[config.mk]
export PLATFORM = sky130hd
export DESIGN_NAME = hazard_ctrl
export DESIGN_NICKNAME = d
export VERILOG_FILES = /design/src/rtl/hazard_ctrl.sv
export SDC_FILE = /design/constraint.sdc
export NUM_CORES = 1
export LEC_CHECK = 0
export ABC_AREA = 1
export BUFFER_PORTS_ARGS = -buffer_cell sky130_fd_sc_hd__buf_2
export CORE_MARGIN = 2
export CORE_UTILIZATION = 45
export DETAILED_ROUTE_END_ITERATION = 16
export PLACE_DENSITY = 0.63
export SYNTH_ARGS = -nofsm -noshare
export SYNTH_HDL_FRONTEND = slang
export SYNTH_SLANG_ARGS = --single-unit
[constraint.sdc]
create_clock -name clk -period 2.3 [get_ports clk]
set_input_delay 0.115 -clock clk [delete_from_list [all_inputs] [get_ports clk]]
set_output_delay 0.115 -clock clk [all_outputs]
set_load 0.01 [all_outputs]
[src/rtl/hazard_ctrl.sv]
// Pipeline hazard controller: tracks EX/MEM/WB destinations and drives load-use
// stalls, branch flushes, memory-wait freezes and EX operand forwarding selects.
module hazard_ctrl #(
  parameter int CNT_W = 32
) (
  input  logic             clk,
  input  logic             rst,
  input  logic             id_valid,
  input  logic [4:0]       id_rs1,
  input  logic [4:0]       id_rs2,
  input  logic             id_rs1_used,
  input  logic             id_rs2_used,
  input  logic [4:0]       id_rd,
  input  logic             id_rf_en,
  input  logic             id_is_load,
  input  logic             ex_br_taken,
  input  logic             mem_busy,
  output logic             stall_if,
  output logic             stall_id,
  output logic             bubble_ex,
  output logic             flush_id,
  output logic             freeze,
  output logic [1:0]       fwd_a_sel,
  output logic [1:0]       fwd_b_sel,
  output logic [CNT_W-1:0] lu_stall_cnt
);

  typedef struct packed {
    logic       valid;
    logic [4:0] rd;
    logic       rf_en;
    logic       is_load;
  } stage_t;

  typedef struct packed {
    stage_t     st;
    logic [4:0] rs1;
    logic       rs1_used;
    logic [4:0] rs2;
    logic       rs2_used;
  } ex_t;

  ex_t              ex_q, ex_d;
  stage_t           mem_q, mem_d;
  stage_t           wb_q, wb_d;
  logic [CNT_W-1:0] cnt_q, cnt_d;
  logic             lu;

  function automatic logic hz_match(input stage_t s, input logic [4:0] r);
    return s.valid && s.rf_en && (s.rd == r) && (r != 5'd0);
  endfunction

  // A load in MEM has no data yet, so it never forwards.
  function automatic logic [1:0] fwd_sel(input logic [4:0] r, input logic used,
                                         input stage_t m, input stage_t w);
    logic [1:0] sel;
    sel = 2'b00;
    if (used) begin
      if (hz_match(m, r) && !m.is_load) begin
        sel = 2'b01;
      end else if (hz_match(w, r)) begin
        sel = 2'b10;
      end
    end
    return sel;
  endfunction

  always_comb begin
    lu = id_valid && ex_q.st.is_load &&
         ((id_rs1_used && hz_match(ex_q.st, id_rs1)) ||
          (id_rs2_used && hz_match(ex_q.st, id_rs2)));
  end

  always_comb begin
    stall_if  = 1'b0;
    stall_id  = 1'b0;
    bubble_ex = 1'b0;
    flush_id  = 1'b0;
    freeze    = 1'b0;
    fwd_a_sel = 2'b00;
    fwd_b_sel = 2'b00;
    if (rst) begin
      // Tracking is treated as empty while reset is held.
      flush_id = ex_br_taken;
      freeze   = mem_busy;
    end else begin
      if (mem_busy) begin
        freeze   = 1'b1;
        stall_if = 1'b1;
        stall_id = 1'b1;
      end else if (ex_br_taken) begin
        flush_id  = 1'b1;
        bubble_ex = 1'b1;
      end else if (lu) begin
        stall_if  = 1'b1;
        stall_id  = 1'b1;
        bubble_ex = 1'b1;
      end
      if (ex_q.st.valid) begin
        fwd_a_sel = fwd_sel(ex_q.rs1, ex_q.rs1_used, mem_q, wb_q);
        fwd_b_sel = fwd_sel(ex_q.rs2, ex_q.rs2_used, mem_q, wb_q);
      end
    end
  end

  always_comb begin
    ex_d  = ex_q;
    mem_d = mem_q;
    wb_d  = wb_q;
    cnt_d = cnt_q;
    if (!mem_busy) begin
      wb_d           = mem_q;
      mem_d          = ex_q.st;
      ex_d.st.valid  = id_valid && !bubble_ex;
      ex_d.st.rd     = id_rd;
      ex_d.st.rf_en  = id_rf_en;
      ex_d.st.is_load = id_is_load;
      ex_d.rs1       = id_rs1;
      ex_d.rs1_used  = id_rs1_used;
      ex_d.rs2       = id_rs2;
      ex_d.rs2_used  = id_rs2_used;
      if (lu && !ex_br_taken && (cnt_q != {CNT_W{1'b1}})) begin
        cnt_d = cnt_q + 1'b1;
      end
    end
  end

  always_ff @(posedge clk) begin
    if (rst) begin
      ex_q  <= '0;
      mem_q <= '0;
      wb_q  <= '0;
      cnt_q <= '0;
    end else begin
      ex_q  <= ex_d;
      mem_q <= mem_d;
      wb_q  <= wb_d;
      cnt_q <= cnt_d;
    end
  end

  assign lu_stall_cnt = cnt_q;

endmodule
Word-level counts from Yosys, hierarchy flattened
Index checks and enable logic that the tools add are counted.
Widths: inputs -> output; s select.
{"block": "word_totals", "ff_bits": 67, "output_inout_bits": 41, "elab_cells": 80}
{"block": "classes", "add_sub_neg": 1, "n_eq_ne": 7, "muxes": 22, "bitwise": 1, "n_reduce_logical": 33}
{"cell": "$add 32x1->32 const B", "count": 1}
{"cell": "$ne 32x32->1 const B", "count": 1}
{"cell": "$eq 5x5->1", "count": 6}
{"cell": "$logic_and 1x1->1", "count": 24}
{"cell": "$mux 2", "count": 10}
{"cell": "$reduce_bool 5->1", "count": 4}
{"cell": "$mux 1", "count": 12}
{"cell": "$logic_not 1->1", "count": 3}
{"cell": "$reduce_and 2->1", "count": 1}
{"cell": "$logic_or 1x1->1", "count": 1}
{"cell": "$not 1->1", "count": 1}

Longest topological paths before layout
{"block": "depth", "depth_word": 12, "depth_mapped": 12}

Worst setup path before layout
Ideal clock, no wire load.
{"block": "synth_path", "kind": "flip-flop to flip-flop", "startpoint": "register cnt_q[0] (netlist: lu_stall_cnt[0])", "endpoint": "register cnt_q[24] (netlist: lu_stall_cnt[24])", "setup_time_ns": 0.115, "arrival_ns": 1.644, "t_required_ns": 2.185, "setup_slack_ns": 0.541, "path_stages_with_launch": 12, "path_buffers": 1, "period_less_slack_ns": 1.759, "cell_sequence": "dfxtp_1 > ha_1 > nand2_1 > nor2_2 > nand3_1 > nor2_1 > nand2_1 > nand2_2 > nor2_4 > buf_6 > a21oi_1 > nor2_1"}
{"block": "synth_between", "elab_chain_len": 3, "elab_cells_between_ends": 4}
{"item": "start: declaration", "line_no": "46", "rtl": "logic [CNT_W-1:0] cnt_q, cnt_d;"}
{"item": "start signal: assignment", "line_no": "138", "rtl": "cnt_q <= cnt_d;"}
{"item": "parallel branches: the longest is 3 deep, another holds $add 32x1->32"}
Parallel ways; which one is timed is not known.
A chain may end at the register's enable or synchronous reset.

Worst setup path after layout
{"block": "layout_path", "startpoint": "register ex_q[19] (netlist name)", "endpoint": "output stall_if"}
{"block": "layout_between", "elab_chain_len": 10, "elab_cells_between_ends": 13}
{"item": "start: declaration", "line_no": "43", "rtl": "ex_t ex_q, ex_d;"}
{"item": "start signal: assignment", "line_no": "130", "rtl": "ex_q <= '0;"}
{"item": "start signal: assignment", "line_no": "135", "rtl": "ex_q <= ex_d;"}
{"item": "$logic_and 1x1->1 *", "line_no": "50", "rtl": "return s.valid && s.rf_en && (s.rd == r) && (r != 5'd0);"}
{"item": "$logic_and 1x1->1 (2 in series)", "line_no": "50"}
{"item": "$logic_and 1x1->1 (on tied branches)", "line_no": "70, 71"}
{"item": "$logic_or 1x1->1 *", "line_no": "70", "rtl": "((id_rs1_used && hz_match(ex_q.st, id_rs1)) ||"}
{"item": "$logic_and 1x1->1 *", "line_no": "69", "rtl": "lu = id_valid && ex_q.st.is_load &&"}
{"item": "$mux 1 *", "line_no": "94", "rtl": "end else if (lu) begin"}
{"item": "$mux 1 *", "line_no": "91", "rtl": "end else if (ex_br_taken) begin"}
{"item": "$mux 1 *", "line_no": "87", "rtl": "if (mem_busy) begin"}
{"item": "$mux 1 *", "line_no": "82", "rtl": "if (rst) begin"}
{"item": "end: declaration", "line_no": "18", "rtl": "output logic stall_if,"}
Mark *: on every way between the ends. The rest lies on a longest branch, timed or not.

==> run metrics <==
die area=9248 um^2; synthesized cell area=3822 um^2; worst stage delay on the critical path=0.41 ns; synthesized instance count=587; Post-route DRC=0; r2r setup slk=0.27 ns; DRT Pass-1 Iters=5; setup TNS=0 ns; Slew Limit Headroom=0.6178; cts repair resizes=0; busiest grt layer=met1; Hold Buf Count CTS=0; num rows=33; PortBufs=64; count of final hold-check violations=0; RSZ-0062 raised after global routing=no; final setup fails=0; area growth from synthesis to layout=16.30%; Max-Cap Viols=0; largest net degree at the start of global routing=65; first-pass GRT wire length=17,950 um; worst min path class=primary input to flop; CTS tree=built; Tcrit/Tclk final=0.9016; initial antenna violation count=0; met3 usage=0.04855; core footprint=8217 um^2; post-layout min period=2.074 ns; DP HPWL=7957 um; Synth area leaders=dfxtp_1, nand2_1, nor2_1; Highest Clock Rate=0.4822 GHz; Post-Route WL=10,930 um; Setup Buffers After CTS=0; fillers=871; Die W=96.17 um; Worst Path Required=2.18 ns; CTS Root Cell=clkbuf_8; post-layout power=2.636 mW; met1 usage in global routing=0.3815; Initial Util=0.4652; num ports=65; Die Ht=96.17 um; CP Max Fanout=6; nets@finish=671; clock transition at the registers of the reported paths=0.08 ns; Layout Utilization=0.5410; gr ovfl total=0; First DRT Iteration DRCs=319; most frequent cells in the layout=nand2_1, nor2_1, dfxtp_1; startpoint type of the worst setup path=flop; status=complete, no violations; Synth Warn #=0; vias=4,046; Seq/Total Area, Yosys=0.3509; Netlist cell types=34; antenna diode instance count=0; crit-path cells=nand3_1 -> nor2_1 -> nand4_1 -> nand2_2 -> nand3_4 -> a21oi_1 -> buf_2; Slowest cell on crit path=dfxtp_1; Synth top area share=0.3509; via/cell ratio=5.352; Final Skew=0.009431 ns; Inserted Clock Buffers=9; max-slew violations=0; most common cell after layout, fill and taps aside=nand2_1; dominant cell type by area after synthesis=dfxtp_1; Wirelength per Cell=14.45 um; Max Root-Sink Buffers=2; capturing element type of the critical path=primary output; Skew-Pair Late Insertion Delay=0.35 ns; all-layer global routing usage=0.2506; H-tree levels=3; maximum vdd drop=0.4004 mV; post-route ant nets=0; Leak Pwr=1.852 nW; layout cells sized above 1=0.1536; syn avg cell area=6.512 um^2; #FFs+latches synth=67; number of global-route vias before repair=3,558; grt met2 use=0.3576; GP Congestion=0.9237; CP arrival=1.96 ns; PD cells=593.0 nW/um^2; Worst-Margin Slew=0.5733 ns; Setup Crit Path Kind=flop to primary output; syn_nets=612; clk sink count=67
==> cell usage after synthesis, drive strengths merged <==
| cell | n |
|---|---|
| dfxtp | 67 |
| o22ai | 5 |
| ha | 1 |
| clkinv | 1 |
| clkbuf | 17 |
| nand4 | 8 |
| buf | 9 |
| nand3 | 48 |
| xor2 | 12 |
| a21oi | 60 |
| nor2 | 93 |
| o21ai | 52 |
| and2 | 1 |
| a2111oi | 1 |
| xnor2 | 10 |
| a221oi | 2 |
| o21bai | 1 |
| and3 | 2 |
| nand2 | 119 |
| nor4 | 2 |
| nor3 | 17 |
| nor3b | 1 |
| inv | 56 |
| nand3b | 2 |
==> power by group <==
part | internal, mW | leakage, nW | switching, mW
clock network | 0.674 | 0.116 | 0.488
logic | 0.0854 | 1.19 | 0.147
registers | 1.20 | 0.548 | 0.0420
total | 1.96 | 1.85 | 0.677
==> critical path, delay by kind of cell (launching register included) <==
family,cells,cell delay (ns)
AO/OA/AOI/OAI,1,0.26
buffers and inverters,1,0.18
flip-flops,1,0.41
AND/OR/NAND/NOR,5,0.78
==> through the flow <==
step | hold slack (ns) | cells | area (um^2) | setup slack, ns
detailed placement | 0.3685 | 740 | 4209 | 0.3244
global placement | 0.3575 | 740 | 4209 | 0.4165
finish | 0.01293 | 756 | 4446 | 0.2262
floorplan | 0.2666 | 587 | 3822 | 0.5406
CTS | 0.004293 | 756 | 4446 | 0.2137
global route | 0.01480 | 756 | 4446 | 0.02480
==> path summary, 6_finish.rpt <==
kind                                 from                             to  cells past startpoint
max                 ex_q[19]$_SDFFE_PP0N_                       stall_if                      7
min                            id_is_load          ex_q[12]$_SDFFE_PP0N_                      3
max reg2reg  lu_stall_cnt[0]$_SDFFE_PP0P_  lu_stall_cnt[22]$_SDFFE_PP0P_                     13
min reg2reg          ex_q[0]$_SDFFE_PP0N_           ex_q[0]$_SDFFE_PP0N_                      2
==> cell type report <==
cell class	instances	area [um^2]	share of cell area
clock inverters	5	85.08	0.01914
repair buffers	74	407.9	0.09175
well taps	105	131.4	0.02955
flip-flops and latches	67	1341	0.3017
clock buffers	11	151.4	0.03406
multi-input cells	437	2115	0.4757
inverters	57	214.0	0.04813
==> kinds of logic (layout without fill, tap and decap cells) <==
kind of cell / count (synthesis) / in the layout / synth area share
adders and majority gates: 1 / 1 / 0.003273
DFF: 67 / 67 / 0.3509
xor gates and xnor gates: 22 / 22 / 0.05041
AOI/OAI and AO/OA: 121 / 121 / 0.1637
and+or+nand+nor: 293 / 293 / 0.3358
buffers and inverters: 83 / 147 / 0.09590
==> metal layers <==
metal	share of wire	vias up
met5	0	-
met4	0.0085	0
met3	0.069	8
met2	0.42	159
met1	0.50	1834
li1	-	2045
==> registers in the layout, indices dropped and copies added, names as in the netlist <==
name	count
lu_stall_cnt	32
ex_q	20
wb_q	7
mem_q	8
No activity file was read; power rests on OpenSTA's default activity.
